==> src/rtl/lcd_num_writer.sv <==
// Renders a 16-bit unsigned value as a 5-character decimal field in the HD44780
// character buffer, one strobed write per character, then requests a refresh.
module lcd_num_writer #(
  parameter int BLANK_ZEROS = 1
) (
  input  logic        clk_4Mhz,
  input  logic        nRst,
  input  logic [15:0] value,
  input  logic [5:0]  base_addr,
  input  logic        start,
  output logic [7:0]  outData,
  output logic [5:0]  outAddr,
  output logic        isWrite,
  output logic        isUpdate,
  output logic        busy,
  output logic        done
);

  typedef enum logic [2:0] {IDLE, CONV, WR_SET, WR_STB, WR_GAP, UPD} state_t;

  state_t      state;
  logic [3:0]  iter;
  logic [2:0]  idx;
  logic [15:0] bin;
  logic [19:0] bcd;
  logic [5:0]  base;
  logic [15:0] bcd_adj;
  logic [19:0] bcd_next;

  function automatic logic [3:0] add3(input logic [3:0] n);
    return (n >= 4'd5) ? n + 4'd3 : n;
  endfunction

  // Digit k of the field as ASCII; digit 0 is the ten-thousands place.
  function automatic logic [7:0] digit_char(input logic [19:0] b, input logic [2:0] k);
    logic [3:0] nib;
    logic       blank;
    case (k)
      3'd0:    begin nib = b[19:16]; blank = (b[19:16] == 4'd0); end
      3'd1:    begin nib = b[15:12]; blank = (b[19:12] == 8'd0); end
      3'd2:    begin nib = b[11:8];  blank = (b[19:8]  == 12'd0); end
      3'd3:    begin nib = b[7:4];   blank = (b[19:4]  == 16'd0); end
      default: begin nib = b[3:0];   blank = 1'b0; end
    endcase
    if ((BLANK_ZEROS != 0) && blank) return 8'h20;
    return {4'h3, nib};
  endfunction

  // The top nibble never exceeds 3 before a shift for a 16-bit input, so it skips the +3 step.
  always_comb begin
    bcd_adj = 16'd0;
    for (int i = 0; i < 4; i++) bcd_adj[4*i +: 4] = add3(bcd[4*i +: 4]);
    bcd_next = {bcd[18:16], bcd_adj, bin[15]};
  end

  always_ff @(posedge clk_4Mhz) begin
    if (state == IDLE && start) begin
      bin  <= value;
      bcd  <= 20'd0;
      base <= base_addr;
    end else if (state == CONV) begin
      bin <= {bin[14:0], 1'b0};
      bcd <= bcd_next;
    end
  end

  always_ff @(posedge clk_4Mhz or negedge nRst) begin
    if (!nRst) begin
      state    <= IDLE;
      iter     <= 4'd0;
      idx      <= 3'd0;
      outData  <= 8'h20;
      outAddr  <= 6'd0;
      isWrite  <= 1'b0;
      isUpdate <= 1'b0;
      busy     <= 1'b0;
      done     <= 1'b0;
    end else begin
      isWrite  <= 1'b0;
      isUpdate <= 1'b0;
      done     <= 1'b0;
      case (state)
        IDLE: if (start) begin
          state <= CONV;
          iter  <= 4'd0;
          busy  <= 1'b1;
        end
        CONV: begin
          iter <= iter + 4'd1;
          if (iter == 4'd15) begin
            state   <= WR_SET;
            idx     <= 3'd0;
            outData <= digit_char(bcd_next, 3'd0);
            outAddr <= base;
          end
        end
        WR_SET: begin
          state   <= WR_STB;
          isWrite <= 1'b1;
        end
        WR_STB: state <= WR_GAP;
        WR_GAP: begin
          if (idx == 3'd4) begin
            state    <= UPD;
            isUpdate <= 1'b1;
          end else begin
            state   <= WR_SET;
            idx     <= idx + 3'd1;
            outData <= digit_char(bcd, idx + 3'd1);
            outAddr <= base + {3'b000, idx + 3'd1};
          end
        end
        UPD: begin
          state <= IDLE;
          busy  <= 1'b0;
          done  <= 1'b1;
        end
        default: state <= IDLE;
      endcase
    end
  end

endmodule

==> config.mk <==
export PLATFORM = sky130hd
export DESIGN_NAME = lcd_num_writer
export DESIGN_NICKNAME = d
export VERILOG_FILES = /design/src/rtl/lcd_num_writer.sv
export SDC_FILE = /design/constraint.sdc
export NUM_CORES = 1
export LEC_CHECK = 0
export BUFFER_PORTS_ARGS = -buffer_cell sky130_fd_sc_hd__buf_2
export CAP_MARGIN = 20
export CELL_PAD_IN_SITES_DETAIL_PLACEMENT = 1
export CELL_PAD_IN_SITES_GLOBAL_PLACEMENT = 1
export CORE_AREA = 2 2 106 88
export DETAILED_ROUTE_END_ITERATION = 12
export DIE_AREA = 0 0 108 90
export MAX_ROUTING_LAYER = met4
export PLACE_DENSITY_LB_ADDON = 0.1
export SLEW_MARGIN = 20
export SYNTH_ARGS = -nofsm -noshare
export SYNTH_HDL_FRONTEND = slang
export SYNTH_SLANG_ARGS = --single-unit
==> constraint.sdc <==
create_clock -name clk_4Mhz -period 2.6 [get_ports clk_4Mhz]
set_input_delay 0.52 -clock clk_4Mhz [delete_from_list [all_inputs] [get_ports clk_4Mhz]]
set_output_delay 0.52 -clock clk_4Mhz [all_outputs]
set_load 0.01 [all_outputs]
==> implementation parameters <==
Parameter                              Value

Run status
  Result of the run ... finished, final reports clean

STA
  Summed negative setup slack over all endpoints ... 0 ns
  Worst-margin pin slew ... between 1 and 1.5 ns
  Number of max-slew violations in the final report ... 0
  Final Hold Viols ... 0
  FMAX ... between 400 and 500 MHz
  Fin crit period ... around 2.3 ns
  WHS ... about 0.16 ns
  Setup repair after global routing missed its margin ... false
  Clk_skew ... approximately 0.01 ns
  Final setup violation count ... 0
  Relative slew slack ... around a third
  Post-route fraction of the period consumed by the critical path ... just under 90%

Die
  Die Height ... 90 µm
  Initial cell density of the core ... 38.9%
  Floorplan row count ... 31
  Placeable core area ... between 8000 and 9000 µm²
  Chip width ... roughly 110 µm
  Ports ... 43
  Area of the die ... approximately 10000 µm²

Global routing
  Largest net degree at the start of global routing ... 30
  Via count of the first global-routing pass ... 2,537
  Initial antenna violation count ... 0
  Global-route wire length before repair ... around 13,000 µm
  GRT Util Overall ... ~18%
  Overflow after GRT ... 0

Detailed routing
  First-pass detailed-route iteration total ... 4
  Wire length per cell ... ~16 µm
  DRT antenna net count ... 0
  Top layer in use ... met4
  Total vias in the final route ... 2,513
  Final routed wirelength across all metal layers ... around 8000 µm
  DRC violation total after the first TritonRoute iteration ... 89
  Wire length on met1 ... between 3000 and 4000 µm
  Detailed-routed wire length on met3 ... 232 µm
  Number of remaining DRC errors ... 0
  Via-to-Cell Ratio ... approximately 5.2
  Met2 routed wirelength ... 3660 µm

Power
  Proportion of power drawn by combinational gates ... a little under two fifths
  Total leakage power ... 0.00161 µW
  Power density relative to cell area ... around 1200 nW/µm²
  Worst vdd ir ... roughly 0.39 mV
  Switching power of the nets ... 1740 µW
  Portion of total power attributed to sequential cells ... 43.0%
  Overall power of the completed layout ... ~4600 µW
  Switching part of the total power ... between 30% and 40%
  Clock network fraction of total power ... between 10% and 20%
  Internal Pwr Total ... between 2000 and 3000 µW

Critical path
  Critical-path cell with the highest stage delay ... nor2_1
  Worst path max stage delay ... between 0.7 and 0.8 ns
  Required time reported for the critical path endpoint ... about 2.7 ns
  Setup slack of the most critical reg-to-reg path ... around 0.34 ns
  R2R Path End ... bin[5]
  Largest fanout on the critical path ... 22
  Crit path capture type ... flip-flop
  Worst Path Arrival ... around 2.4 ns
  Crit path launch type ... flip-flop
  Cell chain of the critical path ... nor2b_1 > nor2b_1 > nor2_1 > inv_1 > buf_4
  Most repeated library cell on the critical path ... nor2b_1
  Depth of the worst register-to-register path ... 5
  Kind of critical path ... flip-flop to flip-flop
  Launch instance of the worst register-to-register path ... state[0]

Final layout
  Antenna fix cells ... 0
  Area delta synth->final ... 14.3%
  Area of all placed cells without fillers ... just under 4000 µm²
  Share of cells above drive strength 1 ... 23.0%
  Number of nets in the layout ... 406

Yosys
  Synth Register Bits ... between 60 and 70
  Post-Synthesis Mean Instance Area ... 10.7 µm²
  Share of the yosys chip area belonging to registers ... ~50%
  Synthesized instance count ... approximately 320
  Library cells used by synthesis ... 49
  Netlist area before placement ... between 3000 and 4000 µm²
  Warnings from Yosys ... 0
  Most used DFF post-synth ... dfrtp_1
  Proportion of synthesized flip-flops having asynchronous set or reset ... between 30% and 40%
  Post-synth EDFFs ... 22

Hold path
  Worst hold path class ... primary input to asynchronous set/reset pin

CTS
  Clk sinks ... 67
  CTS max path bufs ... 2
  Cells resized by post-CTS repair ... 0
  TritonCTS clock tree ... done
  Insertion delay of the later-clocked pin in the worst-skew pair ... 0.36 ns
  Clock transition at the registers of the reported paths ... 0.08 ns
  Post-CTS setup buffers ... 0
  Cell at the root of the clock tree ... clkbuf_8
  Clock H-tree levels ... 3
  Number of clock buffers inserted by TritonCTS ... 9
  CTS Hold Buffers Added ... 0

Placement
  Cell area after placement ... about 3700 µm²
  Quantity of I/O buffers inserted on ports ... 39
  Final RePlAce weighted congestion ... 0.825
  Total half-perimeter wirelength after legalization and detailed placement ... ~5500 µm

Flow run
  Max-cap viol count ... 0
-- cell usage after synthesis, types with 7 or more instances --
library cell	instances	share of area (%)
a21oi_1	29	4.3
nand2_1	29	3.2
dfrtp_1	25	18
edfxtp_1	22	19
nor2_1	21	2.3
o21ai_0	21	3.1
dfxtp_1	20	12
ha_1	20	7.4
mux2_2	15	5.0
inv_1	14	1.5
xnor2_1	9	2.3
a22o_1	8	2.1
a22oi_1	8	1.8
nand3_1	7	1.0
-- cells by family (layout without fill, tap and decap cells) --
group                    Yosys count  in the layout  share of synthesized area (%)
XOR/XNOR                           9              9                           2.32
AO/OA/AOI/OAI                     96             96                           18.3
multiplexers                      15             15                           4.98
flip-flops                        67             67                           49.7
adder cells (fa/ha/maj)           21             21                           7.96
AND/OR/NAND/NOR                   79             79                           11.9
other                              2              3                          0.221
buffers and inverters             29             75                           4.61
-- cell usage in the layout (no fill, tap or decap), types with 3 or more instances in the layout --
cell type and count:
edfxtp_1 22, mux2_2 15, nor2_1 21, buf_2 39
xnor2_1 9, a22o_1 8, a22oi_1 8, a21oi_1 29
buf_4 6, conb_1 3, dfrtp_1 25, nand2_1 29
o211ai_1 5, ha_1 20, o21ai_1 3, inv_1 14
nor3b_1 5, o21a_1 3, nand3_1 7, clkinv_4 3
o21ai_0 21, dfxtp_1 20, o22ai_1 4, clkbuf_8 9
a31oi_1 3, nand2b_1 4
-- sequential cells by signal, indices dropped and copies added (netlist names) --
signal    count
isWrite       1
outData       5
bin          16
iter          4
state         3
base          6
idx           3
done          1
bcd          20
outAddr       6
busy          1
isUpdate      1
-- cell type report --
type                            instances  area [µm²]
Fill cell                            1018        4850
Tap cell                              115         144
Clock buffer                            9         124
Timing Repair Buffer                   45         240
Sequential cell                        67        1690
Clock inverter                          7        77.6
Inverter                               14        52.6
Multi-Input combinational cell        223        1560
-- per-layer routing --
metal  vias up  GRT usage, %
met3         5          3.92
met2        39          26.4
li1       1222             -
met4         0          5.77
met1      1247          24.4
met5         -             -
-- metrics by stage --
step	utilization (%)	std cells	setup WS, ns
after floorplan	-	319	0.580
after global placement	42.2	464	0.454
after detailed placement	42.2	464	0.367
after CTS	44.5	480	0.339
after global routing	44.5	480	0.183
final	44.5	480	0.342
-- power by group through the flow --
stage	clock network [µW]	registers [µW]	logic [µW]
6_report	895	1960	1710
5_1_grt	965	2040	1940
4_1_cts	928	1960	1740
3_5_place_dp	0	1990	1710
3_3_place_gp	0	1980	1680
2_1_floorplan	0	1900	1260
-- worst max-delay path: cells and delay by family (launching register included) --
family	cells	cell delay, ns
buf+inv	2	0.35
simple gates	3	1.16
flops	1	0.48
-- worst max path at each step --
| stage | from | to | slack (ns) | cells past startpoint |
|---|---|---|---|---|
| after global placement | state[0] | bin[12] | 0.45 | 5 |
| after floorplan | idx[0] | outAddr[5] | 0.58 | 8 |
| final | state[0] | bin[5] | 0.34 | 5 |
| after global routing | state[0] | bcd[12] | 0.18 | 6 |
| after CTS | state[0] | bin[4] | 0.34 | 5 |
| after detailed placement | state[0] | bin[14] | 0.37 | 5 |
(Power assumes the default switching activity.)
